[src/rtl/traffic_ctrl_multi.sv]
`default_nettype none
// ============================================================================
// Module   : traffic_ctrl_multi
// Purpose  : Parametrised N-direction traffic light controller with run-time
//            green/yellow/all-red durations, a tick time base, an actuated
//            (demand-skipping) mode and emergency pre-emption.
// Ports    : clock, reset      - clock / synchronous active-high reset
//            tick              - 1-cycle time-base strobe
//            green_time        - green duration in ticks (0 treated as 1)
//            yellow_time       - yellow duration in ticks (0 treated as 1)
//            allred_time       - all-red clearance in ticks (0 = one clock)
//            actuated          - 0 fixed round robin, 1 demand-actuated
//            demand            - per-direction vehicle request (level)
//            emerg_req         - emergency pre-emption request (level)
//            emerg_dir         - direction granted to the emergency vehicle
//            lights            - per direction {red,yellow,green}
//            active_dir        - direction currently green or yellow
//            phase             - 00 ALL_RED, 01 GREEN, 10 YELLOW, 11 EMERG
// Revision : 1.0 - initial release
// ============================================================================
module traffic_ctrl_multi #(
  parameter  int NUM_DIR = 4,
  parameter  int CNT_W   = 8,
  localparam int DIR_W   = (NUM_DIR > 1) ? $clog2(NUM_DIR) : 1
) (
  input  logic                   clock,
  input  logic                   reset,
  input  logic                   tick,
  input  logic [CNT_W-1:0]       green_time,
  input  logic [CNT_W-1:0]       yellow_time,
  input  logic [CNT_W-1:0]       allred_time,
  input  logic                   actuated,
  input  logic [NUM_DIR-1:0]     demand,
  input  logic                   emerg_req,
  input  logic [DIR_W-1:0]       emerg_dir,
  output logic [3*NUM_DIR-1:0]   lights,
  output logic [DIR_W-1:0]       active_dir,
  output logic [1:0]             phase
);

  localparam logic [1:0] c_ALL_RED = 2'b00;
  localparam logic [1:0] c_GREEN   = 2'b01;
  localparam logic [1:0] c_YELLOW  = 2'b10;
  localparam logic [1:0] c_EMERG   = 2'b11;

  logic [1:0]           r_phase;
  logic [DIR_W-1:0]     r_dir;
  logic [CNT_W-1:0]     r_cnt;
  logic [CNT_W-1:0]     r_time;   // duration sampled at phase entry
  logic                 r_first;  // no green served yet since reset
  logic [3*NUM_DIR-1:0] r_lights;

  logic [1:0]           w_phase_nxt;
  logic [DIR_W-1:0]     w_dir_nxt;
  logic                 w_first_nxt;
  logic                 w_enter;
  logic                 w_hold;
  logic                 w_expired;
  logic                 w_ar_done;
  logic                 w_other_dem;
  logic [DIR_W-1:0]     w_next_dir;
  logic [CNT_W-1:0]     w_time_nxt;
  logic [3*NUM_DIR-1:0] w_lights_nxt;
  logic [NUM_DIR-1:0]   w_self;

  // Compare in CNT_W+1 bits so cnt+1 never wraps.
  assign w_expired = tick &&
    (({1'b0, r_cnt} + {{CNT_W{1'b0}}, 1'b1}) >= {1'b0, r_time});

  // allred_time of 0 stays in ALL_RED for exactly one clock, tick or not.
  assign w_ar_done = (r_time == '0) || w_expired;

  assign w_self      = {{(NUM_DIR-1){1'b0}}, 1'b1} << r_dir;
  assign w_other_dem = |(demand & ~w_self);

  // Next direction to serve after the current one: in actuated mode the first
  // requesting direction after r_dir (wrapping round to r_dir itself last).
  always_comb begin : p_next_dir
    logic [DIR_W-1:0] v_idx;
    logic             v_found;
    v_idx      = '0;
    v_found    = 1'b0;
    w_next_dir = DIR_W'((int'(r_dir) + 1) % NUM_DIR);
    if (actuated) begin
      for (int k = 1; k <= NUM_DIR; k++) begin
        v_idx = DIR_W'((int'(r_dir) + k) % NUM_DIR);
        if (!v_found && demand[v_idx]) begin
          w_next_dir = v_idx;
          v_found    = 1'b1;
        end
      end
    end
  end

  // Next-state logic.
  always_comb begin : p_next_state
    w_phase_nxt = r_phase;
    w_dir_nxt   = r_dir;
    w_first_nxt = r_first;
    w_enter     = 1'b0;
    w_hold      = 1'b0;
    case (r_phase)
      c_ALL_RED: begin
        if (w_ar_done) begin
          w_enter     = 1'b1;
          w_first_nxt = 1'b0;
          if (emerg_req) begin
            w_phase_nxt = c_EMERG;
            w_dir_nxt   = emerg_dir;
          end else begin
            w_phase_nxt = c_GREEN;
            w_dir_nxt   = r_first ? '0 : w_next_dir;
          end
        end
      end
      c_GREEN: begin
        if (emerg_req) begin
          // Already green for the emergency direction: no yellow needed.
          w_enter     = 1'b1;
          w_phase_nxt = (emerg_dir == r_dir) ? c_EMERG : c_YELLOW;
        end else if (w_expired) begin
          if (actuated && !w_other_dem) begin
            w_hold = 1'b1;  // green extension, re-checked every tick
          end else begin
            w_enter     = 1'b1;
            w_phase_nxt = c_YELLOW;
          end
        end
      end
      c_YELLOW: begin
        if (w_expired) begin
          w_enter     = 1'b1;
          w_phase_nxt = c_ALL_RED;
        end
      end
      c_EMERG: begin
        if (!emerg_req) begin
          w_enter     = 1'b1;
          w_phase_nxt = c_YELLOW;
        end
      end
    endcase
  end

  // Duration for the phase being entered.
  always_comb begin : p_time_sel
    w_time_nxt = '0;
    case (w_phase_nxt)
      c_GREEN:   w_time_nxt = (green_time  == '0) ? CNT_W'(1) : green_time;
      c_YELLOW:  w_time_nxt = (yellow_time == '0) ? CNT_W'(1) : yellow_time;
      c_ALL_RED: w_time_nxt = allred_time;
      c_EMERG:   w_time_nxt = '0;
    endcase
  end

  // Output logic: lamps decoded from the next state so they register
  // alongside it.
  always_comb begin : p_output
    w_lights_nxt = {NUM_DIR{3'b100}};
    if (w_phase_nxt != c_ALL_RED) begin
      for (int i = 0; i < NUM_DIR; i++) begin
        if (w_dir_nxt == DIR_W'(i)) begin
          w_lights_nxt[3*i +: 3] = (w_phase_nxt == c_YELLOW) ? 3'b010 : 3'b001;
        end
      end
    end
  end

  // State register.
  always_ff @(posedge clock) begin : p_state
    if (reset) begin
      r_phase  <= c_ALL_RED;
      r_dir    <= '0;
      r_cnt    <= '0;
      r_time   <= allred_time;
      r_first  <= 1'b1;
      r_lights <= {NUM_DIR{3'b100}};
    end else begin
      r_phase  <= w_phase_nxt;
      r_dir    <= w_dir_nxt;
      r_first  <= w_first_nxt;
      r_lights <= w_lights_nxt;
      if (w_enter) begin
        r_cnt  <= '0;
        r_time <= w_time_nxt;
      end else if (tick && !w_hold && (r_phase != c_EMERG)) begin
        r_cnt  <= r_cnt + 1'b1;
      end
    end
  end

  assign lights     = r_lights;
  assign active_dir = r_dir;
  assign phase      = r_phase;

endmodule
`default_nettype wire

[config.mk]
export PLATFORM = sky130hd
export DESIGN_NAME = traffic_ctrl_multi
export DESIGN_NICKNAME = d
export VERILOG_FILES = /design/src/rtl/traffic_ctrl_multi.sv
export SDC_FILE = /design/constraint.sdc
export NUM_CORES = 1
export LEC_CHECK = 0
export ABC_AREA = 1
export BUFFER_PORTS_ARGS = -buffer_cell sky130_fd_sc_hd__buf_2
export CORE_MARGIN = 2
export CORE_UTILIZATION = 58
export CTS_CLUSTER_DIAMETER = 30
export DETAILED_ROUTE_END_ITERATION = 8
export GPL_TIMING_DRIVEN = 1
export PLACE_DENSITY = 0.85
export SYNTH_ARGS = -nofsm -noshare
export SYNTH_HDL_FRONTEND = slang
export SYNTH_SLANG_ARGS = --single-unit
[constraint.sdc]
create_clock -name clock -period 5 [get_ports clock]
set_input_delay 0.75 -clock clock [delete_from_list [all_inputs] [get_ports clock]]
set_output_delay 0.75 -clock clock [all_outputs]
set_load 0.02 [all_outputs]
Yosys cells after proc, flatten, opt, wreduce, memory -nomap -nowiden
Index checks and enable logic that the tools add are counted.
{"block": "word_totals", "output_inout_bits": 16, "input_bits": 35, "register_bits": 33}
{"block": "op_classes", "addsub": 6, "shift": 1, "n_bitwise": 7, "mux": 48, "eq_ne": 11, "order_cmp": 5, "n_reduce_logical": 28}
{"op": "$mux 2", "count": 16}
{"op": "$mux 8", "count": 4}
{"op": "$pmux 8 s4", "count": 1}
{"op": "$logic_not 8->1", "count": 3}
{"op": "$mux 1", "count": 21}
{"op": "$eq 2x2->1 const B", "count": 6}
{"op": "$lt 2x3->1 const B", "count": 4}
{"op": "$reduce_or 3->1", "count": 4}
{"op": "$add 8x1->9 const B", "count": 1}
{"op": "$ge 9x8->1", "count": 1}
{"op": "$add 8x1->8 const B", "count": 1}
{"op": "$bmux 1 s2", "count": 4}
{"op": "$pmux 2 s4", "count": 1}
{"op": "$logic_and 1x1->1", "count": 7}
{"op": "$eq 2x1->1 const B", "count": 3}
{"op": "$logic_not 2->1", "count": 3}
{"op": "$logic_not 1->1", "count": 5}
{"op": "$not 1->1", "count": 5}
{"op": "$add 2x1->2 const B", "count": 2}
{"op": "$add 2x2->2 const B", "count": 2}
{"op": "$and 4x4->4", "count": 1}
{"op": "$not 4->4", "count": 1}
{"op": "$pmux 1 s4", "count": 1}
{"op": "$reduce_bool 2->1", "count": 2}
{"op": "7 further kinds", "count": 7}

Depth between registers and ports, before layout
Gate-level depths: netlist of run 1.
{"block": "depth", "ltp_word": 24, "mapped_depth": 22}

Worst setup path after synthesis of run 1
OpenSTA, ideal clock, no wires.
{"block": "synth_path", "path_type": "register to register", "startpoint": "register r_cnt[0]", "endpoint": "register r_time[0] (enable)", "stages_incl_launch_ff": 15, "required_time_ps": 4609, "setup_slack_ps": 2161, "setup_ps": 391, "t_arrival_ps": 2448, "cell_sequence": "dfxtp_1 ha_1 nand3_2 xnor2_1 ha_1 nand2_1 nor2_1 nand2_1 nand3_1 nand2_1 nand2_1 nand2_1 nand2_2 nand2_4 o2111ai_1"}
{"block": "synth_via", "elab_chain_cells": 7}
{"item": "from (decl)", "line_no": "48", "rtl": "logic [CNT_W-1:0] r_cnt;"}
{"item": "from (signal assigned)", "line_no": "187", "rtl": "r_cnt <= r_cnt + 1'b1;"}
{"item": "$add 8x1->9 *", "line_no": "68", "rtl": "(({1'b0, r_cnt} + {{CNT_W{1'b0}}, 1'b1}) >= {1'b0, r_time});"}
{"item": "$ge 9x8->1 *", "line_no": "68"}
{"item": "$logic_and 1x1->1 *", "line_no": "67", "rtl": "assign w_expired = tick &&"}
{"item": "$mux 1 or $logic_or 1x1->1 (tied branches)", "line_no": "121, 71"}
{"item": "$mux 1, on equally long branches", "line_no": "117, 104"}
{"item": "$pmux 1 s4 *", "line_no": "102", "rtl": "case (r_phase)"}
{"item": "$reduce_bool 2->1 (no line) *"}
{"item": "to (signal assigned)", "line_no": "175", "rtl": "r_time <= allred_time;"}
{"item": "to (signal assigned)", "line_no": "185", "rtl": "r_time <= w_time_nxt;"}
{"item": "to (decl)", "line_no": "49", "rtl": "logic [CNT_W-1:0] r_time;"}
Mark *: on every way between the ends. The rest lies on a longest branch, timed or not.
A chain may end at the register's enable or synchronous reset.

Worst setup path after layout of run 1
{"block": "layout_path", "startpoint": "register r_cnt[0]", "endpoint": "register r_lights[3] (netlist: lights[3])"}
{"block": "layout_via", "elab_chain_cells": 9}
{"item": "$add 8x1->9 *", "line_no": "68"}
{"item": "$ge 9x8->1 *", "line_no": "68"}
{"item": "$logic_and 1x1->1 *", "line_no": "67"}
{"item": "$mux 2 or $logic_or 1x1->1 (tied branches)", "line_no": "121, 71"}
{"item": "$mux 2, on equally long branches", "line_no": "117, 104"}
{"item": "$pmux 2 s4 or $mux 2 (tied branches)", "line_no": "102"}
{"item": "$reduce_bool 2->1 or $eq 2x1->1 (tied branches)", "line_no": "160, 162"}
{"item": "$not 1->1 (no line)"}
{"item": "$reduce_or 3->1 (no line)"}
{"item": "to (signal assigned)", "line_no": "177", "rtl": "r_lights <= {NUM_DIR{3'b100}};"}
{"item": "to (signal assigned)", "line_no": "182", "rtl": "r_lights <= w_lights_nxt;"}
{"item": "to (decl)", "line_no": "51", "rtl": "logic [3*NUM_DIR-1:0] r_lights;"}
Marked as above.

==> results of run 1 <==
## cells by family after synthesis
kind of cell | Yosys count
buffers and inverters | 42
adders and majority gates | 13
xor gates and xnor gates | 6
AOI/OAI and AO/OA | 31
and+or+nand+nor | 195
DFF | 33
## cell type report
cell class / count / area share
clock buffer: 8 / 0.0424
inverter: 37 / 0.0528
multi-input combinational: 245 / 0.502
sequential: 33 / 0.282
tap: 48 / 0.0228
timing repair buffer: 51 / 0.0980
## worst min-delay path: stages, from the launching register on
cell     delay, ns
dfxtp_1       0.32
nand2_1       0.06
nand2_1       0.04
## cell usage in the layout, fill, tap and decap left out, drive strengths merged, types with 2 or more instances in the layout
master	count
a21o	2
a21oi	13
a31oi	2
buf	51
clkbuf	8
dfxtp	25
edfxtp	8
ha	13
inv	37
nand2	95
nand3	36
nand4	5
nor2	50
nor3	2
nor4	4
o21ai	7
o22ai	2
or2	2
xnor2	2
xor2	4
## metrics by stage
stage / cells / hold slack [ns] / instance area [um2] / util
global placement: 414 / 0.438 / 2520 / 0.682
CTS: 422 / 0.455 / 2630 / 0.713
floorplan: 320 / 0.420 / 2240 / -
detailed placement: 414 / 0.442 / 2520 / 0.682
finish: 422 / 0.456 / 2630 / 0.713
global route: 422 / 0.476 / 2630 / 0.713
## registers in the layout (all words and copies together), names as in the netlist
signal	flops
lights	12
active_dir	2
r_cnt	8
r_time	8
phase	2
r_first	1
## layer usage
layer  track usage  vias up  share of wire
met3        0.0613       13          0.048
met4         0.112        0          0.025
met5             0        -              0
li1              -     1152              -
met1         0.313     1022           0.45
met2         0.425       63           0.48
## how the worst max path moves through the flow
| stage | start | to | slack (ns) | cells past startpoint |
|---|---|---|---|---|
| 6_report | r_cnt[0]$_SDFFE_PP0P_ | lights[3]$_SDFF_PP0_ | 1.98 | 20 |
| 5_1_grt | r_cnt[0]$_SDFFE_PP0P_ | r_time[6]$_DFFE_PP_ | 1.67 | 21 |
| 3_3_place_gp | r_cnt[0]$_SDFFE_PP0P_ | lights[3]$_SDFF_PP0_ | 2.18 | 20 |
| 4_1_cts | r_cnt[0]$_SDFFE_PP0P_ | r_time[4]$_DFFE_PP_ | 1.96 | 21 |
| 3_5_place_dp | r_cnt[0]$_SDFFE_PP0P_ | r_time[0]$_DFFE_PP_ | 1.99 | 21 |
| 2_1_floorplan | r_cnt[0]$_SDFFE_PP0P_ | r_time[0]$_DFFE_PP_ | 2.16 | 14 |
## power breakdown
part | switching [mW] | internal (mW)
logic | 0.0463 | 0.0309
registers | 0.00479 | 0.281
clock network | 0.0996 | 0.142
total | 0.151 | 0.454
==> metrics, run 1 <==
routed vias=2250; CTS Hold Buffers Added=0; simple-gate portion of the synthesized area=0.400; Worst Setup End Kind=register; final wirelength=5050 um; Final Hold Viols=0; Vias/cell=5.33; synthesized flop and latch total=33; clock-pin slew on the worst setup and hold paths=0.07 ns; area occupied by multi-input gates=1320 um2; worst slew pin tran=0.668 ns; post-DR wirelength/cell=12.0 um; filler cell count=321; Final setup viols=0; crit path kind=register to register; Tot GR Track Use=0.256; CTS Buf Count=5; CTS H-Tree Depth=2; vias in the first global route=2142; most frequent cell after synthesis=nand2_1; share of cells above drive strength 1=0.225; final cycle utilization of the critical path=0.605; TritonCTS clock tree=built; Worst path slowest cell=dfxtp_1; fmax=0.331 GHz; first-pass GRT wire length=8780 um; largest net degree at the start of global routing=24; Pleak=1.37 nW; Synth Warn #=0; DRC violations left=0; gpl congestion=0.870; Critical Path Max Stage Delay=0.41 ns; post-synthesis compound-gate area fraction=0.0926; reg2reg start=r_cnt[0]$_SDFFE_PP0P_; largest family of logic cells by synthesized area=simple AND/OR/NAND/NOR gates; number of synthesized flops with an enable pin=8; Avg Cell Area, Syn=7.01 um2; Setup TNS Final=0 ns; CTS Buffer Depth=2; initial antenna violation count=0; Top FF cell, synth=dfxtp_1; Async S/R FF share, synth=0; DR pass1 iterations=4; post-synthesis adder-cell area fraction=0.0725; Worst path top cell family by delay=simple AND/OR/NAND/NOR gates; Slew headroom=0.554; Top Ports=51; Slew Limit Fails=0; Tot Pwr=0.605 mW; Setup WS post-layout=1.98 ns; hold_sp=r_first$_SDFFE_PP1P_; top cells by area, synth=dfxtp_1 22%, nand2_1 14%, edfxtp_1 11%; run status=finished, final reports clean; CP Buf/Inv Count=2; Synth Instances=320; Final Critical Period=3.02 ns; worst slack at placement=1.99 ns; total core area=3690 um2; Most Frequent Cell on Critical Path=nand2_1; row cnt=22; share of the synthesized area in the top cell type=0.223; Die Area=4380 um2; unrepaired setup endpoints after global routing=false; fin nets=421; r2r endpoint=lights[3]$_SDFF_PP0_; post-synthesis mux area share=0; clk root buf=clkbuf_8; crit start category=register; grt ovf=0; Post-synth top cells=85 x nand2_1, 45 x nor2_1, 36 x inv_1; crit-path cells=ha_1 -> nand3_2 -> xnor2_1 -> ha_1 -> nand2_1 -> inv_1 -> nand2_1 -> nand3_1 -> nand2_1 -> nand2_1 -> nand2_1 -> nand2_2 -> nand2_4 -> nand2_2 -> nand3_1 -> inv_1 -> nor2_4 -> nand2_1 -> nand4_1 -> nor2_1; hold path cells=2; XOR/XNOR share of the synthesized area=0.0234; WHS Endpoint=r_first$_SDFFE_PP1P_; ANT cells=0; Clock Skew=0.00587 ns; post-synthesis cell type count=35; synthesized area=2240 um2; Die H=66.2 um; sequential area share after synthesis=0.330; R2R cell count=20; Antenna Nets Post-Route=0; I/O Buffers=50; area grow syn2layout=17.2%; WP data required=5.18 ns; synthesized net count=368; Clock Latency Late Sink=0.29 ns; initial detailed-routing violation count=128; worst-path maximum fanout=18; HPWL Detailed=3800 um; Post-CTS Setup Repair Bufs=0; post-synth top area cell=dfxtp_1; clock sink count=33; post-CTS resize count=0; max cap viols=0; flop2flop setup slack=1.98 ns; initial core utilization=0.608; Die W=66.2 um; WP data arrival=3.20 ns; Sequential cell area=741 um2; power per cell area=230 nW/um2; Peak VDD IR=0.178 mV; Min-Delay Path Class=register to register
(Power assumes the default switching activity.)
==> inputs of run 2 (changes only) <==
--- a/config.mk
+++ b/config.mk
@@ -5,14 +5,14 @@
 export SDC_FILE = /design/constraint.sdc
 export NUM_CORES = 1
 export LEC_CHECK = 0
-export ABC_AREA = 1
+export ABC_AREA = 0
 export BUFFER_PORTS_ARGS = -buffer_cell sky130_fd_sc_hd__buf_2
 export CORE_MARGIN = 2
-export CORE_UTILIZATION = 58
+export CORE_UTILIZATION = 54
 export CTS_CLUSTER_DIAMETER = 30
 export DETAILED_ROUTE_END_ITERATION = 8
 export GPL_TIMING_DRIVEN = 1
-export PLACE_DENSITY = 0.85
+export PLACE_DENSITY = 0.8
 export SYNTH_ARGS = -nofsm -noshare
 export SYNTH_HDL_FRONTEND = slang
 export SYNTH_SLANG_ARGS = --single-unit
==> constraint.sdc (replaced) <==
create_clock -name clock -period 2.9 [get_ports clock]
set_input_delay 0.435 -clock clock [delete_from_list [all_inputs] [get_ports clock]]
set_output_delay 0.435 -clock clock [all_outputs]
set_load 0.02 [all_outputs]
==> metrics, run 2 <==
run status=finished with violations (was finished, final reports clean); failing checks=negative setup slack; unrepaired setup endpoints after global routing=true (was false); max reg flops=12 (unchanged); crit path kind=register to register (unchanged); clock-pin slew on the worst setup and hold paths=0.07 ns (about the same); Slew Limit Fails=0 (unchanged); WP data required=2.94 ns (was 5.18 ns); clk root buf=clkbuf_8 (unchanged); Avg Cell Area, Syn=8.79 um2 (was 7.01 um2); share of cells above drive strength 1=0.421 (was 0.225); synthesized net count=299 (was 368); row cnt=23 (was 22); synthesized flop and latch total=33 (unchanged); post-synthesis cell type count=48 (was 35); Tot GR Track Use=0.301 (was 0.256); HPWL Detailed=3780 um (was 3800 um); clock share of power=0.373 (was 0.400); Setup TNS Final=-16.50 ns (was 0 ns); CTS Buf Count=5 (unchanged); number of synthesized flops with an enable pin=8 (unchanged); Sw Ratio=0.263 (was 0.249); initial antenna violation count=0 (unchanged); Final Critical Period=3.46 ns (was 3.02 ns); Clock Skew=0.00440 ns (was 0.00587 ns); post-DR wirelength/cell=19.4 um (was 12.0 um); gpl congestion=0.921 (was 0.870); Die Area=4610 um2 (was 4380 um2); Layout Cells excl Fill=399 (was 422); Async S/R FF share, synth=0 (unchanged); ANT cells=0 (unchanged); most frequent cells in the layout=51 x buf_2, 33 x buf_4, 23 x dfxtp_1, 16 x nor2_1 (was 85 x nand2_1, 50 x buf_2, 45 x nor2_1, 36 x inv_1, 31 x nand3_1); Placed Area=2810 um2 (was 2520 um2); area grow syn2layout=46.9% (was 17.2%); max cap viols=0 (unchanged); Post-synth top cells=25 x dfxtp_1, 21 x nor2_1, 17 x nor3_1 (was 85 x nand2_1, 45 x nor2_1, 36 x inv_1); Post-Place Cells=377 (was 414); Logic pwr share=0.158 (was 0.128); Synth Warn #=0 (unchanged); CTS H-Tree Depth=2 (unchanged); Slew headroom=0.547 (was 0.554); final wirelength=7760 um (was 5050 um); initial detailed-routing violation count=404 (was 128); Vias/cell=6.35 (was 5.33); Min-Delay Path Class=input pin to register (was register to register); commonest non-fill, non-tap cell in the layout=buf_2 (was nand2_1); filler cell count=215 (was 321); initial core utilization=0.555 (was 0.608); Tot Pwr=1.05 mW (was 0.605 mW); reg2reg start=r_cnt[2]$_SDFFE_PP0P_ (was r_cnt[0]$_SDFFE_PP0P_); top cells by area, synth=dfxtp_1 23%, edfxtp_1 11%, ha_1 7.4% (was dfxtp_1 22%, nand2_1 14%, edfxtp_1 11%); worst-path maximum fanout=5 (was 18); I/O Buffers=50 (unchanged); synthesized area=2210 um2 (was 2240 um2); total core area=3970 um2 (was 3690 um2); post-synth top area cell=dfxtp_1 (unchanged); Final Hold Viols=0 (unchanged); Clock Latency Late Sink=0.29 ns (about the same); largest net degree at the start of global routing=17 (was 24); fin nets=396 (was 421); power per cell area=324 nW/um2 (was 230 nW/um2); first-pass GRT wire length=10400 um (was 8780 um); TritonCTS clock tree=built (unchanged); share of the synthesized area in the top cell type=0.227 (was 0.223); most frequent cell after synthesis=dfxtp_1 (was nand2_1); WP data arrival=3.50 ns (was 3.20 ns); DR pass1 iterations=7 (was 4); Antenna Nets Post-Route=0 (unchanged); CTS Buffer Depth=2 (unchanged); grt ovf=0 (unchanged); Die W=67.9 um (was 66.2 um); fmax=0.289 GHz (was 0.331 GHz); DRC violations left=0 (unchanged); post-route design area=3240 um2 (was 2630 um2); Top FF cell, synth=dfxtp_1 (unchanged); vias in the first global route=2162 (was 2142); clock sink count=33 (unchanged); hold_sp=reset (was r_first$_SDFFE_PP1P_); Top Ports=51 (unchanged); Synth Instances=251 (was 320); Internal Power=0.775 mW (was 0.454 mW); Final setup viols=40 (was 0); final cycle utilization of the critical path=1.19 (was 0.605); crit start category=register (unchanged); routed vias=2532 (was 2250); Critical path origin=r_cnt[2]$_SDFFE_PP0P_ (was r_cnt[0]$_SDFFE_PP0P_); Flop pwr share=0.470 (was 0.473); Setup WS post-layout=-0.558 ns (was 1.98 ns); Die H=67.9 um (was 66.2 um); switching power=0.276 mW (was 0.151 mW); Peak VDD IR=0.294 mV (was 0.178 mV); Pleak=1.42 nW (was 1.37 nW); Worst Setup End Kind=register (unchanged); sequential area share after synthesis=0.336 (was 0.330); worst slew pin tran=0.675 ns (was 0.668 ns)
[run 2: cell count changes in the layout (fill, tap and decap cells not counted), moves of 7 or more]
| cell | delta |
|---|---|
| nor2_1 | -29 |
| a21oi_1 | -7 |
| a221o_1 | +9 |
| buf_4 | +32 |
| xnor2_1 | +9 |
| inv_1 | -21 |
| nand3_1 | -21 |
| nor3_1 | +13 |
| nand2_1 | -76 |
| and2_1 | +11 |
| buf_6 | +14 |
[run 2: final cells by class]
type	count	area [um2]	area share
tap	50	62.6	0.0193
timing repair buffer	101	728	0.225
clock buffer	7	96.3	0.0297
sequential	33	748	0.231
inverter	16	60.1	0.0185
clock inverter	1	5.00	0.00154
multi-input combinational	191	1540	0.475
[run 2: logic make-up (layout without fill, tap and decap cells)]
kind of cell	Yosys count	after routing	share of synthesized area
muxes	8	8	0.0437
and+or+nand+nor	100	100	0.246
buffers and inverters	27	125	0.0488
xor gates and xnor gates	15	15	0.0596
adders and majority gates	13	13	0.0737
AOI/OAI and AO/OA	55	55	0.192
DFF	33	33	0.336
[run 2: power groups by stage]
stage                     clock network [mW]  registers [mW]  logic [mW]
final                                  0.392           0.494       0.166
after detailed placement                   0           0.501       0.132
after global placement                     0           0.500       0.129
after floorplan                            0           0.501      0.0703
after global routing                   0.417           0.494       0.177
after CTS                              0.384           0.491       0.149
[run 2: worst paths after layout]
check	end	slack (ns)	depth (start not counted)
max	r_time[3]$_DFFE_PP_	-0.56	13
min	active_dir[0]$_SDFF_PP0_	0.45	2
max reg2reg	r_time[3]$_DFFE_PP_	-0.56	13
min reg2reg	r_first$_SDFFE_PP1P_	0.52	1
[run 2: critical path, cell delays in order (launching register included)]
cell	delay, ns
dfxtp_1	0.38
and3_1	0.22
nand4_1	0.14
xnor2_1	0.25
ha_1	0.29
and3_1	0.20
a221o_1	0.34
or2_4	0.28
o21ai_1	0.15
buf_4	0.18
o311ai_4	0.14
buf_2	0.19
and2_1	0.16
a221o_1	0.27
[run 2: timing repair]
item	4_1_cts	5_1_grt
hold buffers	0	0
resized for setup	33	16
pin swaps	32	7
gates cloned	2	0
setup buffers	9	8
endpoints found under the setup margin	39	40
[run 2: per-layer routing]
layer	up-vias	GRT usage	part of all wire
li1	1116	-	-
met1	1189	0.353	0.39
met2	192	0.533	0.49
met3	35	0.0658	0.086
met4	0	0.115	0.035
met5	-	0	0
[run 2: per-stage QoR]
stage                     utilization  hold slack [ns]  worst slack [ns]
final                           0.816            0.452            -0.558
after floorplan                     -            0.449            -0.278
after detailed placement        0.706            0.475            -0.463
after global routing            0.816            0.450            -0.637
after CTS                       0.789            0.443            -0.373
after global placement          0.706            0.472            -0.358
